[src/rtl/if_pkg.sv]
// Shared types for the instruction fetch unit: fetch state and fetch-queue entry layout.
package if_pkg;

    localparam int unsigned XLEN_DEFAULT = 32;

    typedef enum logic {
        RUN  = 1'b0,
        HALT = 1'b1
    } state_e;

    // The pc field is XLEN_DEFAULT wide, so the fetch unit supports XLEN up to XLEN_DEFAULT.
    typedef struct packed {
        logic [XLEN_DEFAULT-1:0] pc;
        logic [31:0]             instr;
    } fq_entry_t;

endpackage

[src/rtl/fetch_queue.sv]
// Circular FIFO of fetched {pc, instr} entries with wrap-around pointers and a flush input.
module fetch_queue
    import if_pkg::*;
#(
    parameter int unsigned DEPTH = 4
) (
    input  logic                     clk,
    input  logic                     rst,
    input  logic                     flush,
    input  logic                     push,
    input  fq_entry_t                push_entry,
    input  logic                     pop,
    output logic                     head_valid,
    output fq_entry_t                head_entry,
    output logic [$clog2(DEPTH):0]   count
);

    localparam int unsigned AW = $clog2(DEPTH);

    fq_entry_t     mem_q [DEPTH];
    logic [AW-1:0] rd_ptr_q;
    logic [AW-1:0] wr_ptr_q;
    logic [AW:0]   count_q;
    logic          do_push;
    logic          do_pop;

    assign do_pop  = pop && (count_q != '0);
    // A full queue still accepts a push when the head leaves on the same edge.
    assign do_push = push && ((count_q != (AW+1)'(DEPTH)) || do_pop);

    always_ff @(posedge clk) begin
        if (rst || flush) begin
            rd_ptr_q <= '0;
            wr_ptr_q <= '0;
            count_q  <= '0;
        end else begin
            if (do_push) wr_ptr_q <= wr_ptr_q + 1'b1;
            if (do_pop)  rd_ptr_q <= rd_ptr_q + 1'b1;
            case ({do_push, do_pop})
                2'b10:   count_q <= count_q + 1'b1;
                2'b01:   count_q <= count_q - 1'b1;
                default: count_q <= count_q;
            endcase
        end
    end

    always_ff @(posedge clk) begin
        if (do_push && !flush && !rst) mem_q[wr_ptr_q] <= push_entry;
    end

    assign head_valid = (count_q != '0);
    assign head_entry = mem_q[rd_ptr_q];
    assign count      = count_q;

endmodule

[src/rtl/if_fetch_unit.sv]
// Instruction fetch unit: one outstanding memory request, fetch queue toward decode,
// redirect on taken branches and a sticky halt on ebreak.
module if_fetch_unit
    import if_pkg::*;
#(
    parameter int unsigned     XLEN     = XLEN_DEFAULT,
    parameter int unsigned     DEPTH    = 4,
    parameter logic [XLEN-1:0] RESET_PC = '0
) (
    input  logic            clk,
    input  logic            rst,
    input  logic            ebreak_E,
    input  logic            redirect_E,
    input  logic [XLEN-1:0] PCin1_E,
    input  logic [XLEN-1:0] immediate_E,
    output logic            imem_req_valid,
    output logic [XLEN-1:0] imem_req_addr,
    input  logic            imem_req_ready,
    input  logic            imem_rsp_valid,
    input  logic [31:0]     imem_rsp_data,
    output logic            instr_valid_F,
    output logic [31:0]     instruction_F,
    output logic [XLEN-1:0] PC_F,
    output logic [XLEN-1:0] PCplus4_F,
    input  logic            instr_ready_D,
    output logic            halted
);

    localparam int unsigned CW = $clog2(DEPTH) + 1;

    state_e          state_q;
    logic [XLEN-1:0] fetch_pc_q;
    logic [XLEN-1:0] pending_pc_q;
    logic            outstanding_q;
    logic            stale_q;

    logic            running;
    logic            flush;
    logic            rsp_hit;
    logic            push;
    logic            pop;
    logic            req_fire;
    logic            out_busy;
    logic [CW-1:0]   count;
    logic [CW-1:0]   occ;
    logic [XLEN-1:0] target_sum;
    logic [XLEN-1:0] target;
    logic            head_valid;
    fq_entry_t       push_entry;
    fq_entry_t       head_entry;

    assign running    = (state_q == RUN);
    assign target_sum = PCin1_E + immediate_E;
    assign target     = {target_sum[XLEN-1:2], 2'b00};
    assign flush      = ebreak_E | (redirect_E & running);

    assign rsp_hit  = imem_rsp_valid & outstanding_q;
    assign push     = rsp_hit & ~stale_q & running & ~flush;
    assign out_busy = outstanding_q & ~imem_rsp_valid;
    // An arriving response moves from "outstanding" into the queue, so count it once.
    assign occ      = count + CW'(push);

    assign imem_req_valid = ~rst & running & ~redirect_E & ~ebreak_E & ~out_busy
                            & (occ < CW'(DEPTH));
    assign imem_req_addr  = fetch_pc_q;
    assign req_fire       = imem_req_valid & imem_req_ready;

    always_comb begin
        push_entry       = '0;
        push_entry.pc    = XLEN_DEFAULT'(pending_pc_q);
        push_entry.instr = imem_rsp_data;
    end

    assign instr_valid_F = head_valid & ~rst;
    assign instruction_F = head_entry.instr;
    assign PC_F          = head_entry.pc[XLEN-1:0];
    assign PCplus4_F     = PC_F + XLEN'(4);
    assign pop           = instr_valid_F & instr_ready_D;
    assign halted        = (state_q == HALT);

    always_ff @(posedge clk) begin
        if (rst) begin
            state_q       <= RUN;
            fetch_pc_q    <= RESET_PC;
            pending_pc_q  <= '0;
            outstanding_q <= 1'b0;
            stale_q       <= 1'b0;
        end else begin
            if (ebreak_E) state_q <= HALT;
            if (running && !ebreak_E) begin
                if (redirect_E)    fetch_pc_q <= target;
                else if (req_fire) fetch_pc_q <= fetch_pc_q + XLEN'(4);
            end
            if (req_fire) pending_pc_q <= fetch_pc_q;
            // A flush with a request in flight leaves its response to be dropped on arrival.
            if (req_fire) begin
                outstanding_q <= 1'b1;
                stale_q       <= 1'b0;
            end else if (rsp_hit) begin
                outstanding_q <= 1'b0;
                stale_q       <= 1'b0;
            end else if (flush && outstanding_q) begin
                stale_q <= 1'b1;
            end
        end
    end

    fetch_queue #(
        .DEPTH (DEPTH)
    ) u_queue (
        .clk        (clk),
        .rst        (rst),
        .flush      (flush),
        .push       (push),
        .push_entry (push_entry),
        .pop        (pop),
        .head_valid (head_valid),
        .head_entry (head_entry),
        .count      (count)
    );

endmodule

[config.mk]
export PLATFORM = sky130hd
export DESIGN_NAME = if_fetch_unit
export DESIGN_NICKNAME = d
export VERILOG_FILES = /design/src/rtl/if_pkg.sv /design/src/rtl/fetch_queue.sv /design/src/rtl/if_fetch_unit.sv
export SDC_FILE = /design/constraint.sdc
export NUM_CORES = 1
export LEC_CHECK = 0
export CORE_MARGIN = 3
export CORE_UTILIZATION = 40
export DETAILED_ROUTE_END_ITERATION = 16
export GPL_TIMING_DRIVEN = 1
export PLACE_DENSITY = 0.7
export SYNTH_ARGS = -nofsm -noshare
export SYNTH_HDL_FRONTEND = slang
export SYNTH_SLANG_ARGS = --single-unit
export TNS_END_PERCENT = 5
[constraint.sdc]
create_clock -name clk -period 4.5 [get_ports clk]
set_clock_uncertainty 0.1 [all_clocks]
set_input_delay 0.45 -clock clk [delete_from_list [all_inputs] [get_ports clk]]
set_output_delay 0.45 -clock clk [all_outputs]
set_load 0.02 [all_outputs]
==> results of run 1 <==
-- flip-flops by register name, indices dropped and copies added (netlist names), named ones only --
name / flops
stale_q: 1
imem_req_addr: 30
u_queue.rd_ptr_q: 2
halted: 1
u_queue.count: 3
u_queue.mem_q: 248
pending_pc_q: 30
u_queue.wr_ptr_q: 2
outstanding_q: 1
-- Yosys cell counts (10+ instances only) --
cell type,count
sky130_fd_sc_hd__nand3_1,19
sky130_fd_sc_hd__ha_1,37
sky130_fd_sc_hd__nor4_1,10
sky130_fd_sc_hd__mux4_2,53
sky130_fd_sc_hd__edfxtp_1,248
sky130_fd_sc_hd__a21o_1,21
sky130_fd_sc_hd__a31oi_1,10
sky130_fd_sc_hd__nor3_1,12
sky130_fd_sc_hd__clkbuf_1,25
sky130_fd_sc_hd__inv_1,18
sky130_fd_sc_hd__nor2_1,79
sky130_fd_sc_hd__a211oi_1,10
sky130_fd_sc_hd__a21oi_1,89
sky130_fd_sc_hd__xnor2_1,32
sky130_fd_sc_hd__buf_4,10
sky130_fd_sc_hd__xor2_1,26
sky130_fd_sc_hd__o21ai_0,33
sky130_fd_sc_hd__buf_2,11
sky130_fd_sc_hd__and2_1,12
sky130_fd_sc_hd__nand2_1,111
sky130_fd_sc_hd__nand4_1,12
sky130_fd_sc_hd__dfxtp_1,72
-- worst register-to-register path, cell delays in order (launching register included) --
cell	delay, ns
sky130_fd_sc_hd__dfxtp_1	0.43
sky130_fd_sc_hd__nor3_1	0.09
sky130_fd_sc_hd__nor2_1	0.11
sky130_fd_sc_hd__and2_1	0.25
sky130_fd_sc_hd__nor4b_1	0.07
sky130_fd_sc_hd__or3_1	0.41
sky130_fd_sc_hd__nor2_1	0.21
sky130_fd_sc_hd__and2_2	0.59
sky130_fd_sc_hd__buf_12	0.34
-- per-layer routing --
metal / track usage / routed length, um / vias to the layer above
met5: 0 / 15 / -
met4: 0.03090 / 384 / 2
met3: 0.04826 / 3020 / 33
met2: 0.2853 / 16030 / 328
met1: 0.2399 / 15170 / 4554
li1: - / - / 4529
-- per-stage QoR --
stage	setup WS (ns)	power, mW	util	area (um^2)
2_1_floorplan	0.6953	3.546	-	14460
3_3_place_gp	0.7097	3.751	0.4902	17180
3_5_place_dp	0.6543	3.755	0.4902	17180
4_1_cts	0.1048	6.340	0.5200	18230
5_1_grt	0.0003331	6.518	0.5204	18240
6_report	0.2116	6.276	0.5204	18240
-- kinds of logic (layout without fill, tap and decap cells) --
group           after synthesis  count (layout)  share of synthesized area
flops                       320             320                     0.6155
buf+inv                      73             326                    0.02573
xor+xnor                     58              58                    0.03518
mux                          65              65                     0.1012
fa+ha+maj                    38              38                    0.03344
compound gates              202             202                    0.08664
other cells                   1               6                  0.0002597
simple gates                305             305                     0.1021
-- where the power goes --
part	switching (mW)	internal (mW)
Sequential	0.0360	3.18
Clock	1.07	1.51
Combinational	0.247	0.231
Total	1.35	4.93
-- final cells by class --
cell class / instances / area (um^2)
multi-input cells: 674 / 5205
fillers: 3007 / 16810
repair buffers: 246 / 2462
clock buffers: 48 / 977.2
clock inverters: 14 / 66.31
well taps: 455 / 569.3
flip-flops and latches: 320 / 8894
inverters: 18 / 67.56
-- worst paths after layout --
kind              cells past startpoint                           from                             to  slack [ns]
setup / recovery                      8                      flip-flop                  PCplus4_F[31]        0.21
hold / removal                        2  pending_pc_q[25]$_SDFFE_PP0P_  pending_pc_q[25]$_SDFFE_PP0P_        0.40
setup reg to reg                      8  u_queue.count[2]$_SDFFE_PP0P_  u_queue.mem_q[1][2]$_DFFE_PP_        1.52
hold reg to reg                       2  pending_pc_q[25]$_SDFFE_PP0P_  pending_pc_q[25]$_SDFFE_PP0P_        0.40
==> Flow_metrics.wiki, run 1 <==
{| class="wikitable"
! Metric !! Value
|-
| Outcome || complete, no violations
|-
| Most used flip-flop cell after synthesis || sky130_fd_sc_hd__edfxtp_1
|-
| Total inserted antenna cells || 0
|-
| Antenna-violating nets left || 0
|-
| RSZ-0062 raised after global routing || no
|-
| Vias per cell || 5.322
|-
| Final Routed Wirelength || 34.62 mm
|-
| Core Box Area || 0.03505 mm^2
|-
| Count of buffers from port buffering || 227
|-
| Global-route wire length before repair || 53.39 mm
|-
| Via count of the first global-routing pass || 9,336
|-
| Final Max Tran Viols || 0
|-
| Yosys cell types || 73
|-
| Initial cell density of the core || 0.4120
|-
| Final weighted congestion of routability-driven global placement || 0.8601
|-
| 1st-pass router iterations || 5
|-
| Critical Path Slowest Stage Cell || sky130_fd_sc_hd__clkdlybuf4s50_1
|-
| Total congestion overflow || 0
|-
| Clk_lat worst skew || 0.50 ns
|-
| Measured slew at the worst slew-check pin || 0.8109 ns
|-
| Series of cell instances along the critical path || buf_4 > mux4_2 > and3_1 > nand4_4 > or4_4 > nor3_2 > xor2_1 > clkdlybuf4s50_1
|-
| Worst hold-check path type || flip-flop to flip-flop
|-
| Clock period minus worst slack || 4.288 ns
|-
| Most common library cell in the layout ignoring fill and taps || sky130_fd_sc_hd__edfxtp_1
|-
| DR vias || 9,446
|-
| Routed WL per cell || 19.51 um
|-
| Number of hold-slack violations in the final timing report || 0
|-
| Die Footprint || 0.03842 mm^2
|-
| Sum of negative setup slack || 0 ns
|-
| Endpoint class of the critical path || primary output
|-
| Startpoint class of the critical path || flip-flop
|-
| Required time of the critical path || 3.95 ns
|-
| Top cell type's share of synthesized area || 0.5157
|-
| Placement Rows || 68
|-
| H-tree lvl count || 2
|-
| Total I/O pin count || 234
|-
| Upper clock frequency limit || 0.2332 GHz
|-
| Number of failing setup endpoints in the final timing report || 0
|-
| Clock root cell || sky130_fd_sc_hd__clkbuf_16
|-
| Power density relative to cell area || 344.1 mW/mm^2
|-
| Synth Cell Area || 0.01444 mm^2
|-
| Highest cell delay on the worst timing path || 0.65 ns
|-
| Syn. warnings || 0
|-
| Ratio of cells with drive above 1 in the final layout || 0.1083
|-
| Maximum fanout count along the critical path || 19
|-
| # nets final || 1,435
|-
| Number of buffers between clock root and the deepest sink || 3
|-
| Post-synthesis instance total || 1,062
|-
| Buffer and inverter count on the worst path || 2
|-
| CTS buffer count || 34
|-
| Arrival time at the worst endpoint || 3.74 ns
|-
| TritonCTS clock tree || yes
|-
| Worst VDD drop || 0.2298 mV
|-
| Type of the setup path with the least slack || flip-flop to primary output
|-
| Total of max-cap violations || 0
|-
| Initial DRC Count || 879
|-
| Remaining design rule violation count || 0
|-
| TritonCTS sink count || 320
|-
| Commonest cells after routing, fill and taps aside || 248 x sky130_fd_sc_hd__edfxtp_1, 225 x sky130_fd_sc_hd__clkdlybuf4s50_1, 111 x sky130_fd_sc_hd__nand2_1, 89 x sky130_fd_sc_hd__a21oi_1, 79 x sky130_fd_sc_hd__nor2_1
|-
| Worst relative slew slack || 0.4581
|-
| Clock input transition at the sequential cells of the worst setup and hold paths || 0.06 ns
|-
| Post-synth ARST share || 0
|-
| Non-filler instance count after layout || 1,775
|-
| Dominant cells by area after synthesis || sky130_fd_sc_hd__edfxtp_1 52%, sky130_fd_sc_hd__dfxtp_1 10%, sky130_fd_sc_hd__mux4_2 8.3%
|-
| Cell accounting for the most synthesized area || sky130_fd_sc_hd__edfxtp_1
|-
| Post-route fraction of the period consumed by the critical path || 0.9530
|-
| Synth Area per Inst || 13.60 um^2
|-
| Count of instances resized after the clock tree is built || 0
|-
| Post-CTS setup buffers || 0
|-
| Antenna violations before repair || 1
|-
| Die Width || 196.0 um
|-
| Leakage power || 6.041 nW
|-
| Share of the yosys chip area belonging to registers || 0.6155
|-
| CTS Hold Buffers Added || 0
|-
| Chip height || 196.0 um
|-
| Number of placed instances with taps included || 1,712
|-
| Tightest hold margin || 0.3956 ns
|-
| Maximum number of pins on one net before global-route repair || 73
|-
| Overall Global Routing Usage || 0.1752
|-
| Layout overhead on the synthesized area || 26.31%
|-
| Detail Placement HPWL || 23.87 mm
|-
| Number of enable-type register cells in the synthesized netlist || 248
|-
| Synthesis-stage register bit count || 320
|-
| Gate family responsible for the most delay along the worst path || simple AND/OR/NAND/NOR gates
|}
Power figures use the tool's default switching activity.
==> run 2: changes to the inputs <==
--- a/config.mk
+++ b/config.mk
@@ -6,10 +6,10 @@
 export NUM_CORES = 1
 export LEC_CHECK = 0
 export CORE_MARGIN = 3
-export CORE_UTILIZATION = 40
+export CORE_UTILIZATION = 54
 export DETAILED_ROUTE_END_ITERATION = 16
 export GPL_TIMING_DRIVEN = 1
-export PLACE_DENSITY = 0.7
+export PLACE_DENSITY = 0.88
 export SYNTH_ARGS = -nofsm -noshare
 export SYNTH_HDL_FRONTEND = slang
 export SYNTH_SLANG_ARGS = --single-unit
==> constraint.sdc (replaced) <==
create_clock -name clk -period 4.5 [get_ports clk]
set_clock_uncertainty 0.1 [all_clocks]
set_input_delay 0.45 -clock clk [delete_from_list [all_inputs] [get_ports clk]]
set_output_delay 0.45 -clock clk [all_outputs]
set_load 0.1 [all_outputs]
==> Flow_metrics.wiki, run 2 (same netlist as run 1, synthesis figures left out) <==
{| class="wikitable"
! Metric !! Value
|-
| Startpoint class of the critical path || flip-flop
|-
| Remaining design rule violation count || 0
|-
| Critical Path Slowest Stage Cell || sky130_fd_sc_hd__dfxtp_2
|-
| CTS Hold Buffers Added || 0
|-
| Met3 layer usage reported by global route || 0.05031
|-
| Chip height || 169.5 um
|-
| Detail Placement HPWL || 22.91 mm
|-
| Area of combinational cells with multiple inputs || 0.005205 mm^2
|-
| Endpoint of the worst hold path || imem_req_addr[2]$_SDFFE_PP0P_
|-
| DP Worst Slack || 0.8951 ns
|-
| Arrival time at the worst endpoint || 3.68 ns
|-
| Commonest cells after routing, fill and taps aside || 248 x sky130_fd_sc_hd__edfxtp_1, 194 x sky130_fd_sc_hd__clkdlybuf4s50_1, 111 x sky130_fd_sc_hd__nand2_1, 89 x sky130_fd_sc_hd__a21oi_1, 79 x sky130_fd_sc_hd__nor2_1
|-
| Worst hold-check path type || input pin to flip-flop
|-
| Initial cell density of the core || 0.5511
|-
| Die Footprint || 0.02874 mm^2
|-
| Count of buffers from port buffering || 227
|-
| Final Max Tran Viols || 0
|-
| Post-CTS setup buffers || 0
|-
| Endpoint class of the critical path || primary output
|-
| TritonCTS clock tree || yes
|-
| Slack of the critical path || 0.2701 ns
|-
| Number of failing setup endpoints in the final timing report || 0
|-
| Maximum number of pins on one net before global-route repair || 73
|-
| Internal Pwr Total || 4.875 mW
|-
| Total of max-cap violations || 0
|-
| Total inserted antenna cells || 0
|-
| Number of flip-flops in the largest register || 248
|-
| Depth of the worst hold-timing path || 5
|-
| Initial DRC Count || 956
|-
| Leakage power || 6.043 nW
|-
| Sum of negative setup slack || 0 ns
|-
| Power density relative to cell area || 351.6 mW/mm^2
|-
| Clock period minus worst slack || 4.230 ns
|-
| Overall Global Routing Usage || 0.2359
|-
| Via count of the first global-routing pass || 9,755
|-
| Post-route fraction of the period consumed by the critical path || 0.9400
|-
| Antenna-violating nets left || 0
|-
| Global-route wire length before repair || 53.61 mm
|-
| H-tree lvl count || 1
|-
| Switching Share || 0.2301
|-
| TritonCTS sink count || 320
|-
| Die Width || 169.5 um
|-
| Met1 global-route usage || 0.3133
|-
| Core Box Area || 0.02621 mm^2
|-
| Required time of the critical path || 3.95 ns
|-
| Upper clock frequency limit || 0.2364 GHz
|-
| Part of the total power dissipated in combinational logic || 0.097
|-
| Number of buffers between clock root and the deepest sink || 3
|-
| Worst VDD drop || 0.2971 mV
|-
| CTS buffer count || 30
|-
| Vias per cell || 5.978
|-
| Fraction of power consumed by sequential logic || 0.508
|-
| Number of hold-slack violations in the final timing report || 0
|-
| Worst r2r dst || u_queue.mem_q[0][0]$_DFFE_PP_
|-
| Area of all sequential standard cells || 0.008894 mm^2
|-
| Antenna violations before repair || 0
|-
| Ratio of cells with drive above 1 in the final layout || 0.1289
|-
| DR vias || 9,840
|-
| Count of instances resized after the clock tree is built || 0
|-
| # nets final || 1,428
|-
| Final Routed Wirelength || 34.54 mm
|-
| Met2 layer usage reported by global route || 0.3923
|-
| Clock input transition at the sequential cells of the worst setup and hold paths || 0.06 ns
|-
| Clk_lat worst skew || 0.55 ns
|-
| Outcome || complete, no violations
|-
| 1st-pass router iterations || 5
|-
| Register-to-Register Path Depth || 8
|-
| Final weighted congestion of routability-driven global placement || 0.8968
|-
| Maximum fanout count along the critical path || 31
|-
| Highest cell delay on the worst timing path || 0.58 ns
|-
| Placement Rows || 59
|-
| RSZ-0062 raised after global routing || no
|-
| Total congestion overflow || 0
|-
| Total I/O pin count || 234
|-
| Most common library cell in the layout ignoring fill and taps || sky130_fd_sc_hd__edfxtp_1
|-
| Filler Cell Count || 1,703
|-
| GRT busiest layer || met2
|-
| Routed WL per cell || 20.99 um
|-
| Gate family responsible for the most delay along the worst path || simple AND/OR/NAND/NOR gates
|-
| Clock root cell || sky130_fd_sc_hd__clkbuf_16
|-
| Critical R2R Launch || u_queue.count[2]$_SDFFE_PP0P_
|-
| Buffer and inverter count on the worst path || 2
|-
| Worst Min Path Start || rst
|-
| Number of stages on the worst setup path || 8
|-
| Measured slew at the worst slew-check pin || 1.087 ns
|-
| Setup slack of the worst register-to-register path || 1.51 ns
|-
| Type of the setup path with the least slack || flip-flop to primary output
|-
| Part of the total power dissipated in the clock network || 0.395
|-
| Reg with most FFs || u_queue.mem_q
|-
| Series of cell instances along the critical path || buf_4 > mux4_1 > and4_4 > nand3_2 > or3_1 > nor2_1 > xor2_1 > buf_12
|-
| Switching power || 1.457 mW
|-
| Worst relative slew slack || 0.2731
|-
| Layout overhead on the synthesized area || 24.69%
|}
## run 2: per-stage QoR
step | cells | utilization | hold WS (ns) | power [mW] | instance area [um^2]
floorplan | 1067 | - | 0.3600 | 3.682 | 14460
global placement | 1590 | 0.6497 | 0.3721 | 3.876 | 17030
detailed placement | 1590 | 0.6497 | 0.3826 | 3.885 | 17030
CTS | 1646 | 0.6871 | 0.3566 | 6.360 | 18010
global route | 1646 | 0.6871 | 0.3830 | 6.529 | 18010
finish | 1646 | 0.6871 | 0.3717 | 6.331 | 18010
## run 2: worst min-delay path: cells and delay by family
family                 cells  cell delay (ns)
AOI/OAI and AO/OA          1             0.08
buffers and inverters      1             0.11
and+or+nand+nor            3             0.33
## run 2: how the worst max path moves through the flow
stage,start,end,slack (ns)
2_1_floorplan,u_queue.count[2]$_SDFFE_PP0P_,u_queue.mem_q[1][0]$_DFFE_PP_,-0.36
3_3_place_gp,flip-flop,PCplus4_F[31],1.00
3_5_place_dp,flip-flop,PCplus4_F[21],0.90
4_1_cts,flip-flop,PCplus4_F[21],0.27
5_1_grt,flip-flop,PCplus4_F[23],0.09
6_report,flip-flop,PCplus4_F[21],0.27
## run 2: layout make-up
class	count	share of cell area
inverter	18	0.003752
sequential	320	0.4939
multi-input combinational	674	0.2890
tap	335	0.02328
timing repair buffer	243	0.1356
clock inverter	7	0.004794
clock buffer	49	0.04961
## run 2: per-layer routing
layer	vias to the layer above	share of wire
li1	4503	-
met1	4768	0.40
met2	493	0.49
met3	76	0.087
met4	0	0.032
met5	-	0
## run 2: power groups by stage
stage / combinational [mW] / sequential (mW) / clock [mW]
after floorplan: 0.279 / 3.40 / 0
after global placement: 0.600 / 3.28 / 0
after detailed placement: 0.608 / 3.28 / 0
after CTS: 0.613 / 3.21 / 2.53
after global routing: 0.662 / 3.22 / 2.65
final: 0.614 / 3.22 / 2.50
